`src/rtl/map_write_scheduler_if.sv`:
```
// ---------------------------------------------------------------------------
// map_write_scheduler_if
//   Bundles the tile-map write scheduler's requester handshakes, the clear
//   control and the tile-map RAM write port.
//
//   blank                       display blanking (write window when gated)
//   reqN_valid/ready/addr/tex   requester N: tile index (row*20+col) + texture
//   clear_start/clear_tex       start a fill of all 300 tiles with clear_tex
//   clear_busy                  fill in progress
//   map_we/map_waddr/map_wdata  registered tile-map RAM write port
//   addr_err                    one-cycle pulse for an accepted addr >= 300
//
//   master : requesters / display side (drives requests, observes results)
//   slave  : the scheduler
// ---------------------------------------------------------------------------
interface map_write_scheduler_if;
  logic       blank;

  logic       req0_valid;
  logic       req0_ready;
  logic [8:0] req0_addr;
  logic [3:0] req0_tex;

  logic       req1_valid;
  logic       req1_ready;
  logic [8:0] req1_addr;
  logic [3:0] req1_tex;

  logic       clear_start;
  logic [3:0] clear_tex;
  logic       clear_busy;

  logic       map_we;
  logic [8:0] map_waddr;
  logic [3:0] map_wdata;
  logic       addr_err;

  modport master (
    output blank,
    output req0_valid, req0_addr, req0_tex,
    output req1_valid, req1_addr, req1_tex,
    output clear_start, clear_tex,
    input  req0_ready, req1_ready,
    input  clear_busy,
    input  map_we, map_waddr, map_wdata, addr_err
  );

  modport slave (
    input  blank,
    input  req0_valid, req0_addr, req0_tex,
    input  req1_valid, req1_addr, req1_tex,
    input  clear_start, clear_tex,
    output req0_ready, req1_ready,
    output clear_busy,
    output map_we, map_waddr, map_wdata, addr_err
  );
endinterface

```
`src/rtl/map_write_scheduler.sv`:
```
// ---------------------------------------------------------------------------
// map_write_scheduler
//   Arbitrates two tile-map write requesters onto a single registered write
//   port of the 20x15 tile-map RAM, and can fill the whole map (300 tiles)
//   with one texture.
//
//   Ports
//     pclk   pixel clock, all state changes on its rising edge
//     reset  synchronous, active-high
//     bus    map_write_scheduler_if.slave (requests, clear control, RAM port)
//
//   Build option
//     MAP_WRITE_BLANK_ONLY_EN  when defined, writes (requests and fill) only
//                              happen while blank=1, so the visible map never
//                              tears; otherwise blank is ignored.
//
//   Arbitration: with both requesters valid the one not granted last wins;
//   a lone valid requester always wins. last_grant resets to 1 so
//   requester 0 takes the first tie.
// ---------------------------------------------------------------------------
module map_write_scheduler (
  input  logic                 pclk,
  input  logic                 reset,
  map_write_scheduler_if.slave bus
);

  localparam int         NUM_REQ   = 2;
  localparam logic [8:0] NUM_TILES = 9'd300;
  localparam logic [8:0] LAST_TILE = 9'd299;

  typedef enum logic {IDLE, CLEAR} state_t;

  typedef struct packed {
    logic [8:0] addr;
    logic [3:0] tex;
  } wr_req_t;

  state_t               state, state_nxt;
  logic [8:0]           cnt, cnt_nxt;
  logic [3:0]           clr_tex;
  logic                 last_grant;   // 1: requester 1 took the last transfer
  logic                 win;
  logic                 accept_ok;
  logic [NUM_REQ-1:0]   req_vld;
  logic [NUM_REQ-1:0]   gnt;
  logic [NUM_REQ-1:0]   rdy;
  wr_req_t [NUM_REQ-1:0] req;
  wr_req_t              sel;
  logic                 xfer;
  logic                 in_range;
  logic                 fill_wr;
  logic                 clr_go;

  logic                 we_q;
  logic [8:0]           waddr_q;
  logic [3:0]           wdata_q;
  logic                 err_q;
  logic                 busy_q;

  // ---- write window -------------------------------------------------------
`ifdef MAP_WRITE_BLANK_ONLY_EN
  assign win = bus.blank;
`else
  logic blank_unused;
  assign blank_unused = bus.blank;
  assign win          = 1'b1;
`endif

  // ---- request arbitration ------------------------------------------------
  assign req_vld = {bus.req1_valid, bus.req0_valid};
  assign req[0]  = '{addr: bus.req0_addr, tex: bus.req0_tex};
  assign req[1]  = '{addr: bus.req1_addr, tex: bus.req1_tex};

  // On a tie the requester that did not take the last transfer wins.
  assign gnt[0] = req_vld[0] & (~req_vld[1] |  last_grant);
  assign gnt[1] = req_vld[1] & (~req_vld[0] | ~last_grant);

  // clear_start wins over requests in the same cycle; reset masks ready.
  assign accept_ok = (state == IDLE) & win & ~bus.clear_start & ~reset;
  assign rdy       = gnt & {NUM_REQ{accept_ok}};

  assign xfer     = |rdy;
  assign sel      = rdy[1] ? req[1] : req[0];
  assign in_range = (sel.addr < NUM_TILES);

  assign bus.req0_ready = rdy[0];
  assign bus.req1_ready = rdy[1];

  // ---- FSM: state register ------------------------------------------------
  always_ff @(posedge pclk) begin
    if (reset) begin
      state <= IDLE;
      cnt   <= '0;
    end else begin
      state <= state_nxt;
      cnt   <= cnt_nxt;
    end
  end

  // ---- FSM: next state ----------------------------------------------------
  always_comb begin
    state_nxt = state;
    cnt_nxt   = cnt;
    fill_wr   = 1'b0;
    clr_go    = 1'b0;
    unique case (state)
      IDLE: begin
        if (bus.clear_start) begin
          state_nxt = CLEAR;
          cnt_nxt   = '0;
          clr_go    = 1'b1;
        end
      end
      CLEAR: begin
        // Fill pauses (cnt holds) whenever the window is closed.
        if (win) begin
          fill_wr = 1'b1;
          if (cnt == LAST_TILE) begin
            state_nxt = IDLE;
            cnt_nxt   = '0;
          end else begin
            cnt_nxt = cnt + 9'd1;
          end
        end
      end
      default: state_nxt = IDLE;
    endcase
  end

  // ---- registered write port / status ------------------------------------
  always_ff @(posedge pclk) begin
    if (reset) begin
      last_grant <= 1'b1;
      clr_tex    <= '0;
      we_q       <= 1'b0;
      waddr_q    <= '0;
      wdata_q    <= '0;
      err_q      <= 1'b0;
      busy_q     <= 1'b0;
    end else begin
      // Requests only transfer in IDLE, fills only happen in CLEAR, so the
      // two write sources are never active together.
      we_q   <= fill_wr | (xfer & in_range);
      err_q  <= xfer & ~in_range;
      busy_q <= (state_nxt == CLEAR);
      if (clr_go)
        clr_tex <= bus.clear_tex;
      if (fill_wr) begin
        waddr_q <= cnt;
        wdata_q <= clr_tex;
      end else if (xfer & in_range) begin
        waddr_q <= sel.addr;
        wdata_q <= sel.tex;
      end
      if (xfer)
        last_grant <= rdy[1];
    end
  end

  assign bus.map_we     = we_q;
  assign bus.map_waddr  = waddr_q;
  assign bus.map_wdata  = wdata_q;
  assign bus.addr_err   = err_q;
  assign bus.clear_busy = busy_q;

endmodule

```
`src/flat_wrapper.sv`:
```
// flat-port wrapper written by rule: the top's interface ports become plain ports
module map_write_scheduler_flat 
  (pclk, reset, bus_blank, bus_req0_valid, bus_req0_addr, bus_req0_tex, bus_req1_valid, bus_req1_addr, bus_req1_tex, bus_clear_start, bus_clear_tex, bus_req0_ready, bus_req1_ready, bus_clear_busy, bus_map_we, bus_map_waddr, bus_map_wdata, bus_addr_err);
  map_write_scheduler_if bus_i ();
  input  logic pclk;
  input  logic reset;
  input wire logic [$bits(bus_i.blank)-1:0] bus_blank;
  input wire logic [$bits(bus_i.req0_valid)-1:0] bus_req0_valid;
  input wire logic [$bits(bus_i.req0_addr)-1:0] bus_req0_addr;
  input wire logic [$bits(bus_i.req0_tex)-1:0] bus_req0_tex;
  input wire logic [$bits(bus_i.req1_valid)-1:0] bus_req1_valid;
  input wire logic [$bits(bus_i.req1_addr)-1:0] bus_req1_addr;
  input wire logic [$bits(bus_i.req1_tex)-1:0] bus_req1_tex;
  input wire logic [$bits(bus_i.clear_start)-1:0] bus_clear_start;
  input wire logic [$bits(bus_i.clear_tex)-1:0] bus_clear_tex;
  output wire logic [$bits(bus_i.req0_ready)-1:0] bus_req0_ready;
  output wire logic [$bits(bus_i.req1_ready)-1:0] bus_req1_ready;
  output wire logic [$bits(bus_i.clear_busy)-1:0] bus_clear_busy;
  output wire logic [$bits(bus_i.map_we)-1:0] bus_map_we;
  output wire logic [$bits(bus_i.map_waddr)-1:0] bus_map_waddr;
  output wire logic [$bits(bus_i.map_wdata)-1:0] bus_map_wdata;
  output wire logic [$bits(bus_i.addr_err)-1:0] bus_addr_err;
  assign bus_i.blank = bus_blank;
  assign bus_i.req0_valid = bus_req0_valid;
  assign bus_i.req0_addr = bus_req0_addr;
  assign bus_i.req0_tex = bus_req0_tex;
  assign bus_i.req1_valid = bus_req1_valid;
  assign bus_i.req1_addr = bus_req1_addr;
  assign bus_i.req1_tex = bus_req1_tex;
  assign bus_i.clear_start = bus_clear_start;
  assign bus_i.clear_tex = bus_clear_tex;
  assign bus_req0_ready = bus_i.req0_ready;
  assign bus_req1_ready = bus_i.req1_ready;
  assign bus_clear_busy = bus_i.clear_busy;
  assign bus_map_we = bus_i.map_we;
  assign bus_map_waddr = bus_i.map_waddr;
  assign bus_map_wdata = bus_i.map_wdata;
  assign bus_addr_err = bus_i.addr_err;
  map_write_scheduler u_core (.pclk(pclk), .reset(reset), .bus(bus_i));
endmodule
```
`config.mk`:
```
export PLATFORM = sky130hd
export DESIGN_NAME = map_write_scheduler_flat
export DESIGN_NICKNAME = d
export VERILOG_FILES = /design/src/rtl/map_write_scheduler_if.sv /design/src/rtl/map_write_scheduler.sv /design/src/flat_wrapper.sv
export SDC_FILE = /design/constraint.sdc
export NUM_CORES = 1
export LEC_CHECK = 0
export CAP_MARGIN = 20
export CORE_MARGIN = 1
export CORE_UTILIZATION = 25
export DETAILED_ROUTE_END_ITERATION = 7
export PLACE_DENSITY_LB_ADDON = 0.15
export SLEW_MARGIN = 5
export SYNTH_ARGS = -nofsm -noshare
export SYNTH_HDL_FRONTEND = slang
export SYNTH_SLANG_ARGS = --single-unit
export TNS_END_PERCENT = 30
```
`constraint.sdc`:
```
create_clock -name pclk -period 5.2 [get_ports pclk]
set_input_delay 1.04 -clock pclk [delete_from_list [all_inputs] [get_ports pclk]]
set_output_delay 1.04 -clock pclk [all_outputs]
set_load 0.05 [all_outputs]
```
==> insert_results.sql <==
INSERT INTO impl_metrics (metric_group, metric, value, unit) VALUES
('layout', 'stdcell_count', '303', ''),
('placed_design', 'count_of_placed_standard_cells_including_taps', '295', ''),
('clock_network', 'clockBufferDepth', '2', ''),
('global_route', 'number_of_antenna_violations_at_the_first_check_in_global_routing', '0', ''),
('timing', 'min_period_over_period', '0.800', ''),
('clock_network', 'post_cts.resized_instances', '0', ''),
('synthesis', 'async_flop_share', '0', ''),
('clock_network', 'tritoncts_buffer_count', '5', ''),
('hold_path', 'worstHoldStart', 'u_core.cnt[8]', ''),
('setup_path', 'r2r-start', 'u_core.bus.clear_busy', ''),
('clock_network', 'cts_setup_buffers', '0', ''),
('timing', 'timing_worst_slew_pin_value', '0.969', 'ns'),
('setup_path', 'cpMostUsedCell', 'clkdlybuf4s50_1', ''),
('pwr', 'pleak', '0.898', 'nW'),
('placed_design', 'finalWeightedCongestion', '0.788', ''),
('setup_path', 'setup.worst_path.end_class', 'output pin', ''),
('die', 'design.portCount', '54', ''),
('global_route', 'grt_overflow_total', '0', ''),
('placed_design', 'detailedPlace.worstSlack', '1.02', 'ns'),
('die', 'core-area', '6350', 'um2'),
('drt', 'drt-vias-per-instance', '4.93', ''),
('timing', 'timing_max_transition_violations_final', '0', ''),
('drt', 'ant_nets', '0', ''),
('flow_run', 'cap_viol_max_count', '0', ''),
('setup_path', 'worst_setup_path_start_kind', 'input port', ''),
('synthesis', 'synth_top_area_frac', '0.367', ''),
('setup_path', 'cell_breakdown_of_the_critical_path', 'clkdlybuf4s50_1 -> nor3_4 -> nand3_4 -> inv_1 -> clkdlybuf4s50_1', ''),
('clock_network', 'hold_fix_buffer_count_after_cts', '0', ''),
('status', 'status', 'completed', ''),
('synthesis', 'yosys_warnings', '0', ''),
('clock_network', 'cts.clk_slew.worst_paths', '0.07', 'ns'),
('layout', 'final_layout_size_suffix_gt1_frac', '0.133', ''),
('layout', 'design.final.nets', '262', ''),
('setup_path', 'critPathLaunch', 'bus_clear_start', ''),
('synthesis', 'number_of_different_library_cells_in_the_post_synthesis_netlist', '37', ''),
('drt', 'vias', '1494', ''),
('clock_network', 'cts.sinks', '30', ''),
('placed_design', 'half_perimeter_wire_length_of_the_detailed_placement_result', '3260', 'um'),
('timing', 'timing.setup.tns', '0', 'ns'),
('timing', 'finalClockSkew', '0.00548', 'ns'),
('global_route', 'grt_pass1_wl', '7480', 'um'),
('timing', 'setup_viol', '0', ''),
('drt', 'detail_route.wirelength', '4560', 'um'),
('synthesis', 'synth_nets', '213', ''),
('layout', 'mostFrequentLayoutCells', '52 x clkdlybuf4s50_1, 30 x dfxtp_1, 15 x o21ai_0, 14 x and3_1, 13 x nor2_1', ''),
('synthesis', 'synthTopCellsByArea', 'dfxtp_1 37%, mux2_4 7.3%, a311o_1 6.7%', ''),
('die', 'num_rows', '29', ''),
('drt', 'drc_errors', '0', ''),
('synthesis', 'synthesis.instances', '176', ''),
('timing', 'finalHoldWorstSlack', '0.494', 'ns'),
('global_route', 'number_of_global_route_vias_before_repair', '1460', ''),
('setup_path', 'worstPathBufferInverterCount', '3', ''),
('clock_network', 'cts_tree', 'built', ''),
('setup_path', 'cpMaxStageDelayCell', 'clkdlybuf4s50_1', ''),
('die', 'design.die.area', '6880', 'um2'),
('setup_path', 'worst-endpoint-arrival', '3.12', 'ns'),
('setup_path', 'critical-path-top-delay-family', 'buffers and inverters', ''),
('setup_path', 'required', '4.16', 'ns'),
('layout', 'antenna_cells_inserted', '0', ''),
('timing', 'timing.slew.headroom', '0.354', ''),
('synthesis', 'synth_largest_area_cell', 'dfxtp_1', ''),
('clock_network', 'cts_root_buffer', 'clkbuf_8', ''),
('pwr', 'pwr_density_cell', '240', 'nW/um2'),
('drt', 'wl_per_cell', '15.0', 'um'),
('pwr', 'ir_worst_vdd', '122', 'uV'),
('global_route', 'grt_start_max_net_pins', '32', ''),
('setup_path', 'setup_crit_path_kind', 'input port to output pin', ''),
('die', 'die-width', '82.9', 'um'),
('hold_path', 'hold_path_class', 'flip-flop to flip-flop', ''),
('timing', 'grt_setup_unrepaired', 'no', ''),
('die', 'start_util', '0.258', '');
report_power, final:
group          internal (mW)  switching [mW]  total (mW)
registers              0.238         0.00512       0.243
logic                 0.0542          0.0592       0.113
clock network          0.106          0.0917       0.198
total                  0.399           0.156       0.555
logic make-up (layout without fill, tap and decap cells):
group                    after synthesis  after routing  share of synthesized area
AO/OA/AOI/OAI                         43             43                      0.197
XOR/XNOR                               1              1                    0.00535
adder cells (fa/ha/maj)                1              1                    0.00764
buffers and inverters                 18             68                     0.0474
flip-flops                            30             30                      0.367
multiplexers                          17             17                      0.132
AND/OR/NAND/NOR                       66             66                      0.244
routing by layer:
metal	part of all wire	global-route usage	up-vias
met2	0.41	0.192	38
li1	-	-	764
met1	0.53	0.202	688
met5	0	0	-
met3	0.044	0.0348	4
met4	0.0075	0.0376	0
per-stage QoR:
step           instance area, um2   util
2_1_floorplan                1640      -
3_3_place_gp                 2220  0.349
3_5_place_dp                 2220  0.349
4_1_cts                      2310  0.364
5_1_grt                      2310  0.364
6_report                     2310  0.364
Yosys cell counts (2+ instances only):
library cell and count:
a211oi_1 2, a21boi_0 2, a21oi_1 3, a311o_1 11, a31oi_1 2, and3_1 14, buf_2 2, clkbuf_1 10
dfxtp_1 30, inv_1 5, mux2_2 5, mux2_4 8, mux2i_1 4, nand2_1 12, nand3_1 7, nor2_1 13
nor4b_1 11, o21ai_0 15, or4b_2 2
worst min-delay path, stage by stage, from the launching register on:
cell and delay (ns):
dfxtp_1 0.33, nand2_1 0.06, o21ai_0 0.06
final timing paths:
kind	to	slack, ns	depth (start not counted)
setup / recovery	bus_req1_ready	1.04	5
hold / removal	u_core.bus.map_waddr[8]	0.49	2
setup reg to reg	u_core.bus.map_waddr[3]	2.91	6
hold reg to reg	u_core.bus.map_waddr[8]	0.49	2
registers in the layout, summed over array words and instances, names as in the netlist:
name and cells:
u_core.bus.map_waddr 9, u_core.cnt 9, u_core.bus.map_wdata 4, u_core.clr_tex 4
u_core.bus.addr_err 1, u_core.bus.clear_busy 1, u_core.bus.map_we 1, u_core.last_grant 1
cell type report:
type / instances / area [um2]
Multi-Input combinational cell: 128 / 960
Inverter: 5 / 18.8
Timing Repair Buffer: 55 / 543
Sequential cell: 30 / 601
Clock inverter: 2 / 12.5
Clock buffer: 6 / 82.6
Fill cell: 644 / 4040
Tap cell: 77 / 96.3
Note: power is estimated with default switching activity, not from simulation.
